## src/rtl/bp_pkg.sv

```systemverilog
// Shared types and constants for the gshare predictor update controller.
package bp_pkg;

    typedef struct packed {
        logic        taken;
        logic [31:0] pc;
        logic [31:0] target;
    } bp_upd_t;

    typedef enum logic [0:0] {
        SWEEP = 1'b0,
        RUN   = 1'b1
    } bp_state_t;

    localparam logic [31:0] FALLTHROUGH_INC = 32'd4;

endpackage

```

## src/rtl/bp_upd_fifo.sv

```systemverilog
// Small FIFO of resolved branches; head is readable the cycle after the write.
module bp_upd_fifo
    import bp_pkg::*;
#(
    parameter int DEPTH = 4
) (
    input  logic    clk,
    input  logic    rst,
    input  logic    push,
    input  logic    pop,
    input  bp_upd_t din,
    output logic    full,
    output logic    empty,
    output bp_upd_t head
);

    localparam int AW = $clog2(DEPTH);

    bp_upd_t         mem [DEPTH];
    logic [AW-1:0]   wr_ptr_reg;
    logic [AW-1:0]   rd_ptr_reg;
    logic [AW:0]     count_reg;
    logic            do_push;
    logic            do_pop;

    // Full is judged on current occupancy, so a push is refused even when a pop frees a slot.
    assign full    = (count_reg == (AW + 1)'(DEPTH));
    assign empty   = (count_reg == '0);
    assign do_push = push && !full;
    assign do_pop  = pop && !empty;
    assign head    = mem[rd_ptr_reg];

    always_ff @(posedge clk) begin
        if (!rst) begin
            wr_ptr_reg <= '0;
            rd_ptr_reg <= '0;
            count_reg  <= '0;
        end else begin
            if (do_push) wr_ptr_reg <= wr_ptr_reg + 1'b1;
            if (do_pop)  rd_ptr_reg <= rd_ptr_reg + 1'b1;
            count_reg <= count_reg + (AW + 1)'(do_push) - (AW + 1)'(do_pop);
        end
    end

    always_ff @(posedge clk) begin
        if (do_push) mem[wr_ptr_reg] <= din;
    end

endmodule

```

## src/rtl/bp_update_ctrl.sv

```systemverilog
// Post-reset BTB/PHT sweep, buffered predictor update drain and mispredict redirect.
module bp_update_ctrl
    import bp_pkg::*;
#(
    parameter int BTB_ENTRIES = 16,
    parameter int PHT_ENTRIES = 16,
    parameter int Q_DEPTH     = 4,
    localparam int SW = $clog2((BTB_ENTRIES > PHT_ENTRIES) ? BTB_ENTRIES : PHT_ENTRIES)
) (
    input  logic          clk,
    input  logic          rst,
    input  logic          exValid,
    input  logic          exBranch,
    input  logic          exTaken,
    input  logic [31:0]   exPc,
    input  logic [31:0]   exTarget,
    input  logic          exPredTaken,
    input  logic [31:0]   exPredTarget,
    output logic          exStall,
    output logic          clrValid,
    output logic [SW-1:0] clrIndex,
    output logic          predEnable,
    output logic          updBranch,
    output logic          updTaken,
    output logic [31:0]   updPc,
    output logic [31:0]   updTarget,
    output logic          redirectValid,
    output logic [31:0]   redirectPc
);

    bp_state_t     state_reg;
    bp_state_t     state_next;
    logic [SW-1:0] sweep_idx_reg;
    logic          sweep_live_reg;
    logic          sweep_done;

    bp_upd_t       fifo_din;
    bp_upd_t       fifo_head;
    logic          fifo_full;
    logic          fifo_empty;
    logic          upd_fire;
    bp_upd_t       upd_last_reg;

    logic          is_branch;
    logic          mispredict;
    logic [31:0]   redirect_addr;
    logic          redirect_valid_reg;
    logic [31:0]   redirect_pc_reg;

    // sweep_live_reg holds the sweep off until the first edge that sees reset released.
    assign sweep_done = (state_reg == SWEEP) && sweep_live_reg && (sweep_idx_reg == '1);

    always_comb begin
        state_next = state_reg;
        if (sweep_done) state_next = RUN;
    end

    always_ff @(posedge clk) begin
        if (!rst) begin
            state_reg      <= SWEEP;
            sweep_idx_reg  <= '0;
            sweep_live_reg <= 1'b0;
        end else begin
            state_reg      <= state_next;
            sweep_live_reg <= 1'b1;
            if (state_reg == SWEEP && sweep_live_reg) sweep_idx_reg <= sweep_idx_reg + 1'b1;
        end
    end

    assign clrValid   = (state_reg == SWEEP) && sweep_live_reg;
    assign clrIndex   = sweep_idx_reg;
    assign predEnable = (state_reg == RUN);

    assign is_branch       = exValid && exBranch;
    assign fifo_din.taken  = exTaken;
    assign fifo_din.pc     = exPc;
    assign fifo_din.target = exTarget;

    bp_upd_fifo #(
        .DEPTH (Q_DEPTH)
    ) u_fifo (
        .clk   (clk),
        .rst   (rst),
        .push  (is_branch),
        .pop   (upd_fire),
        .din   (fifo_din),
        .full  (fifo_full),
        .empty (fifo_empty),
        .head  (fifo_head)
    );

    assign exStall = fifo_full;

    // Gating with rst keeps an update off the edge on which the queue is being discarded.
    assign upd_fire = (state_reg == RUN) && !fifo_empty && rst;

    always_ff @(posedge clk) begin
        if (!rst) begin
            upd_last_reg <= '0;
        end else if (upd_fire) begin
            upd_last_reg <= fifo_head;
        end
    end

    assign updBranch = upd_fire;
    assign updTaken  = upd_fire ? fifo_head.taken  : upd_last_reg.taken;
    assign updPc     = upd_fire ? fifo_head.pc     : upd_last_reg.pc;
    assign updTarget = upd_fire ? fifo_head.target : upd_last_reg.target;

    assign mispredict    = is_branch &&
                           ((exTaken != exPredTaken) || (exTaken && (exPredTarget != exTarget)));
    assign redirect_addr = exTaken ? exTarget : (exPc + FALLTHROUGH_INC);

    always_ff @(posedge clk) begin
        if (!rst) begin
            redirect_valid_reg <= 1'b0;
            redirect_pc_reg    <= '0;
        end else begin
            redirect_valid_reg <= mispredict;
            if (mispredict) redirect_pc_reg <= redirect_addr;
        end
    end

    assign redirectValid = redirect_valid_reg;
    assign redirectPc    = redirect_pc_reg;

endmodule

```

## config.mk

```make
export PLATFORM = sky130hd
export DESIGN_NAME = bp_update_ctrl
export DESIGN_NICKNAME = d
export VERILOG_FILES = /design/src/rtl/bp_pkg.sv /design/src/rtl/bp_upd_fifo.sv /design/src/rtl/bp_update_ctrl.sv
export SDC_FILE = /design/constraint.sdc
export NUM_CORES = 1
export LEC_CHECK = 0
export ABC_AREA = 1
export CORE_MARGIN = 2
export CORE_UTILIZATION = 56
export DETAILED_ROUTE_END_ITERATION = 7
export PLACE_DENSITY = 0.9
export SLEW_MARGIN = 0
export SYNTH_ARGS = -nofsm -noshare
export SYNTH_HDL_FRONTEND = slang
export SYNTH_HIERARCHICAL = 1
export SYNTH_SLANG_ARGS = --single-unit
```

## constraint.sdc

```tcl
create_clock -name clk -period 5.6 [get_ports clk]
set_clock_uncertainty 0.2 [all_clocks]
set_input_delay 1.12 -clock clk [delete_from_list [all_inputs] [get_ports clk]]
set_output_delay 1.12 -clock clk [all_outputs]
set_load 0.005 [all_outputs]
```

==> metrics.md, run 1 <==
| Metric | Value |
|---|---|
| Core ar. | `28,800 sq um` |
| Clock power frac | `0.424` |
| Site Rows | `62` |
| Sequential area share after synthesis | `0.614` |
| Die area | `30,700 sq um` |
| Synth top cells by count | `nor2_1 (299), edfxtp_1 (260), nand2_1 (233), o21ai_0 (173), inv_1 (165)` |
| Count leader, synth | `nor2_1` |
| Status | `finished clean` |
| DRT antenna net count | `0` |
| DP HPWL | `28,200 um` |
| IO buf count | `207` |
| Iter 0 DRT Violations | `1,197` |
| Post-Route WL | `43,200 um` |
| Post-CTS sizing | `0` |
| Max Slew Vio Count | `0` |
| WHS | `0.278 ns` |
| Post-synth top area share | `0.476` |
| Crit. End Element | `primary output` |
| R2r worst-path depth | `5` |
| GR Overflow Total | `0` |
| PwrDens | `301 nW/um^2` |
| Syn. warnings | `6` |
| Clock Latency Late Sink | `0.52 ns` |
| Gr usage total | `0.279` |
| CTS max path bufs | `3` |
| CP delay by family, top | `buffers and inverters` |
| Initial Utilization | `0.570` |
| Hold Crit Start | `redirectPc[8]` |
| Met2 usage | `0.472` |
| Final GP Congestion | `0.938` |
| Setup Buffers After CTS | `0` |
| Yosys top cell by area | `edfxtp_1` |
| Req. time, crit path | `4.28 ns` |
| Antenna fix cells | `0` |
| Main flop type after synthesis | `edfxtp_1` |
| Post-synthesis register bit count | `373` |
| Clock transition at the registers of the reported paths | `0.06 ns` |
| CTS buffer count | `39` |
| Worst reg2reg setup slack | `2.91 ns` |
| Largest net degree at the start of global routing | `75` |
| Die W | `175 um` |
| I/O pins | `208` |
| Final setup vio count | `0` |
| Final Hold Vio Count | `0` |
| Layout cells sized above 1 | `0.121` |
| Worst Tran Pin Value | `1.15 ns` |
| H-tree Lvls | `2` |
| Number of flip-flops in the largest register | `260` |
| EDFF count, synth | `260` |
| CP max-delay cell | `dfxtp_4` |
| Post-Syn Area | `16,400 sq um` |
| Clock sinks | `373` |
| Unrepaired setup endpoints after global routing | `no` |
| Min Tclk post-route | `4.71 ns` |
| Max_slew headroom | `0.231` |
| Vias | `12,500` |
| Syn_nets | `1,769` |
| Setup TNS Final | `0 ns` |
| Die Span Y | `175 um` |
| Crit path top cell by count | `o21ai_0` |
| Post-layout net count | `1,954` |
| Post-synth cell types | `37` |
| Hold buffer count at cts | `0` |
| Layout area overhead | `21.9%` |
| Worst-path fanout max | `74` |
| Worst Hold Class | `flip-flop to flip-flop` |
| Static leakage | `8.20 nW` |
| Number of global-route vias before repair | `12,400` |
| Critical-path cell list | `buf_4, o21ai_0, o22ai_1, o21ai_0, inv_1, clkdlybuf4s50_1` |
| Detailed-router iteration count before antenna repair | `7` |
| Top area cells in the synthesized netlist | `edfxtp_1 (48%), dfxtp_1 (14%), nor2_1 (6.8%), nand2_1 (5.3%), o21ai_0 (5.3%)` |
| Initial antenna violation count | `1` |
| Hold path depth | `2` |
| Post-Syn Instances | `1,658` |
| Routing usage on met3 | `0.0614` |
| Combinational share of power | `0.069` |
| Int Pwr | `0.00473 W` |
| Mean Syn Cell Area | `9.89 sq um` |
| DRC | `0` |
| Part of the cycle the worst path needs | `0.841` |
| CP peak stage delay | `0.74 ns` |
| Sw Share | `0.215` |
| CTS tree | `done` |
| Startpoint Class | `flip-flop` |
| Global-route wire length before repair | `66,000 um` |
| P_sw | `0.00129 W` |
| Critical Path Stages | `6` |
| Vias per cell | `5.55` |
| Root buffer cell | `clkbuf_16` |
| Met1 GRT Util | `0.346` |
| Asr flop ratio synth | `0` |
| Crit Path Category | `flip-flop to primary output` |
| Avg WL per Cell | `19.1 um` |
| Critical Path AT | `3.39 ns` |
| Flop pwr share | `0.507` |
| Most used routing layer | `met2` |
| MaxCap Viol Count | `0` |
| CP bufs+invs | `3` |
| Worst IR drop on VDD | `254 uV` |
| Fmax | `212 MHz` |
==> cell type report <==
| class | instances | area (sq um) |
|---|---|---|
| clock buffers | 59 | 1170 |
| well taps | 384 | 480 |
| flip-flops and latches | 373 | 10100 |
| inverters | 171 | 647 |
| clock inverters | 12 | 119 |
| repair buffers | 225 | 2260 |
| fillers | 1999 | 8780 |
| multi-input cells | 1033 | 5250 |
==> cells in the final DEF, fill, tap and decap left out, types with 6 or more instances in the layout <==
cell / n
o21ai_1: 40
clkbuf_1: 10
mux2i_1: 6
a21oi_2: 8
nand2_2: 10
o21ai_0: 173
edfxtp_1: 260
buf_4: 14
xor2_1: 7
dfxtp_1: 111
a21oi_1: 9
o22ai_2: 20
or2_2: 67
clkbuf_8: 8
inv_2: 6
clkbuf_16: 41
clkdlybuf4s50_1: 207
nand2_1: 233
nand3_1: 47
nand4_1: 6
inv_1: 163
o22ai_1: 47
xnor2_1: 12
nor2_4: 26
ha_1: 8
nor2_1: 294
==> power by group through the flow <==
stage,registers (W),clock network (W),logic [W]
final,0.00305,0.00256,0.000414
after global routing,0.00306,0.00269,0.000449
after CTS,0.00305,0.00258,0.000411
after detailed placement,0.00311,0,0.000406
after global placement,0.00311,0,0.000394
after floorplan,0.00311,0,0.000177
==> cells by family after synthesis <==
family / Yosys count / share of synthesized area
simple gates: 691 / 0.186
fa+ha+maj: 9 / 0.00732
compound gates: 308 / 0.110
mux: 6 / 0.00366
buf+inv: 252 / 0.0686
flops: 373 / 0.614
xor+xnor: 19 / 0.0101
==> metal layers <==
layer  routed length [um]  vias up
li1                     -     5876
met1                16500     5920
met2                21100      617
met3                 3850      121
met4                 1700        2
met5                   13        -
==> worst reg2reg max path, cell delays in order (launching register included) <==
cell and delay, ns:
dfxtp_4 0.74, buf_4 0.70, o21ai_0 0.34, o22ai_1 0.33, o21ai_0 0.20, nor2_1 0.12
==> worst paths after layout <==
check	to
hold reg to reg	redirectPc[8]
hold / removal	redirectPc[8]
setup / recovery	updTarget[30]
setup reg to reg	upd_last_reg[30]
==> through the flow <==
| step | setup slack (ns) | utilization | power, W | instances | cell area [sq um] |
|---|---|---|---|---|---|
| 6_report | 0.888 | 0.695 | 0.00602 | 2257 | 20000 |
| 5_1_grt | 0.703 | 0.695 | 0.00619 | 2257 | 20000 |
| 4_1_cts | 0.972 | 0.695 | 0.00605 | 2257 | 20000 |
| 3_5_place_dp | 1.19 | 0.650 | 0.00352 | 2186 | 18700 |
| 3_3_place_gp | 1.27 | 0.650 | 0.00350 | 2186 | 18700 |
| 2_1_floorplan | 0.763 | - | 0.00328 | 1658 | 16400 |
Power figures use the tool's default switching activity.
==> run 2: changes to the inputs <==
==> constraint.sdc (replaced) <==
create_clock -name clk -period 4.4 [get_ports clk]
set_clock_uncertainty 0.2 [all_clocks]
set_input_delay 0.88 -clock clk [delete_from_list [all_inputs] [get_ports clk]]
set_output_delay 0.88 -clock clk [all_outputs]
set_load 0.005 [all_outputs]
==> run 2 against run 1 <==
Worst hold slack gained 0.012 ns. Count of clock-buffer cells in the layout shrank 7. Sequential share of layout area is the same. Utilization is the same. Critical endpoint is now updPc[3]. Largest cell class unchanged. Largest power group unchanged. Highest routed layer unchanged.
==> metrics.md, run 2 (synthesis gave the netlist of run 1 again) <==
| Metric | Value |
|---|---|
| Design Power | `0.00758 W (+26%)` |
| Iter 0 DRT Violations | `1,265 (+5.7%)` |
| Setup Buffers After CTS | `0 (unchanged)` |
| Crit. End Element | `primary output` |
| Clock transition at the registers of the reported paths | `0.06 ns (about the same)` |
| CTS max path bufs | `3 (unchanged)` |
| R2r worst-path depth | `13 (+8)` |
| Initial Utilization | `0.570 (unchanged)` |
| Max Slew Vio Count | `0 (unchanged)` |
| Critical Path AT | `2.88 ns (-0.51 ns)` |
| Hold buffer count at cts | `0 (unchanged)` |
| Die W | `175 um (unchanged)` |
| Clock Latency Late Sink | `0.52 ns (about the same)` |
| Vias per cell | `5.53 (-0.41%)` |
| I/O pins | `208 (unchanged)` |
| Static leakage | `8.22 nW (+0.23%)` |
| GR Overflow Total | `0 (unchanged)` |
| DRC | `0 (unchanged)` |
| Reg2Reg Capture Point | `u_fifo/count_reg[1]` |
| Initial antenna violation count | `2 (+1)` |
| Worst Tran Pin Value | `0.781 ns (-0.371 ns)` |
| Detailed-router iteration count before antenna repair | `6 (-1)` |
| Final setup vio count | `0 (unchanged)` |
| Unrepaired setup endpoints after global routing | `no` |
| Setup TNS Final | `0 ns (unchanged)` |
| Layout cells sized above 1 | `0.123 (+0.00174)` |
| Post-CTS sizing | `0 (unchanged)` |
| Avg WL per Cell | `19.1 um (-0.13%)` |
| Die Span Y | `175 um (unchanged)` |
| Setup WS post-layout | `0.443 ns (-0.445 ns)` |
| Core ar. | `28,800 sq um (unchanged)` |
| Site Rows | `62 (unchanged)` |
| CTS buffer count | `38 (-2.6%)` |
| CTS tree | `done` |
| Post-layout net count | `1,961 (+0.36%)` |
| Hold Crit Start | `redirectPc[29]` |
| Vias | `12,500 (-0.14%)` |
| Req. time, crit path | `3.32 ns (-0.96 ns)` |
| Crit Path Category | `primary input to primary output` |
| Commonest non-fill, non-tap cells in the layout | `nor2_1 (294), edfxtp_1 (260), nand2_1 (233), clkdlybuf4s50_1 (207), o21ai_0 (173)` |
| Gr usage total | `0.279 (+0.000394)` |
| Status | `finished clean` |
| Die area | `30,700 sq um (unchanged)` |
| Final Hold Vio Count | `0 (unchanged)` |
| Root buffer cell | `clkbuf_16` |
| Number of global-route vias before repair | `12,000 (-2.7%)` |
| Place WS | `0.518 ns (-0.677 ns)` |
| Number of flip-flops in the largest register | `260 (unchanged)` |
| Worst reg2reg setup slack | `1.70 ns (-1.21 ns)` |
| Max_slew headroom | `0.479 (+0.249)` |
| Part of the cycle the worst path needs | `0.899` |
| Clock sinks | `373 (unchanged)` |
| Global-route wire length before repair | `66,200 um (+0.29%)` |
| Worst Hold Endpoint | `redirectPc[29]` |
| Final GP Congestion | `0.893 (-4.8%)` |
| Post-Route WL | `43,200 um (+0.13%)` |
| Startpoint Class | `primary input` |
| Layout area overhead | `21.9% (unchanged)` |
| DP HPWL | `28,600 um (+1.4%)` |
| PwrDens | `379 nW/um^2 (+26%)` |
| H-tree Lvls | `2 (unchanged)` |
| Worst Hold Class | `flip-flop to flip-flop` |
| Reg2Reg Launch Point | `u_fifo/count_reg[1]` |
| Worst IR drop on VDD | `259 uV (+2.0%)` |
| Hold path depth | `2 (unchanged)` |
| DRT antenna net count | `0 (unchanged)` |
| IO buf count | `207 (unchanged)` |
| Commonest non-fill, non-tap cell in the layout | `nor2_1` |
| Antenna fix cells | `0 (unchanged)` |
| Worst-path fanout max | `44 (-41%)` |
| Fmax | `253 MHz` |
| Min Tclk post-route | `3.96 ns` |
| MaxCap Viol Count | `0 (unchanged)` |
| Largest net degree at the start of global routing | `131 (+75%)` |
| Fill count | `2,042 (+2.2%)` |
## run 2: power by group
part	internal (W)	switching, W	leakage (nW)	total, W
Sequential	0.00385	0.0000384	3.28	0.00389
Clock	0.00188	0.00129	0.600	0.00317
Combinational	0.000210	0.000317	4.34	0.000528
Total	0.00594	0.00164	8.22	0.00758
## run 2: worst max-delay path, cell delays in order
cell and delay [ns]:
clkdlybuf4s50_1 0.49, nand2_1 0.11, nor2_4 0.14, clkinv_1 0.10, buf_4 0.26, o21ai_0 0.33, inv_1 0.08, clkdlybuf4s50_1 0.45
## run 2: per-stage QoR
stage                     hold slack [ns]  std cells  utilization  area [sq um]
after floorplan                     0.248       1658            -         16400
after global placement              0.262       2194        0.652         18800
after detailed placement            0.267       2194        0.652         18800
after CTS                           0.291       2263        0.695         20000
after global routing                0.310       2263        0.695         20000
final                               0.290       2263        0.695         20000
## run 2: final cells by class
class | instances | area [sq um] | share of cell area
Clock buffer | 52 | 1070 | 0.0533
Clock inverter | 17 | 166 | 0.00832
Inverter | 171 | 647 | 0.0323
Multi-Input combinational cell | 1033 | 5250 | 0.262
Sequential cell | 373 | 10100 | 0.504
Tap cell | 384 | 480 | 0.0240
Timing Repair Buffer | 233 | 2320 | 0.116
## run 2: layer usage
| layer | GRT usage | routed length (um) | vias up |
|---|---|---|---|
| li1 | - | - | 5879 |
| met1 | 0.368 | 17000 | 5937 |
| met2 | 0.460 | 20700 | 603 |
| met3 | 0.0587 | 4210 | 95 |
| met4 | 0.0986 | 1240 | 4 |
| met5 | 0 | 20 | - |
## run 2: worst max path at each step
stage	startpoint	to	slack, ns	depth (start not counted)
6_report	rst	updPc[3]	0.44	8
4_1_cts	rst	updPc[3]	0.46	8
2_1_floorplan	exValid	u_fifo/mem[0][0]	-0.20	4
3_5_place_dp	rst	updPc[5]	0.52	8
5_1_grt	rst	updPc[2]	0.29	8
3_3_place_gp	rst	updPc[3]	0.59	8
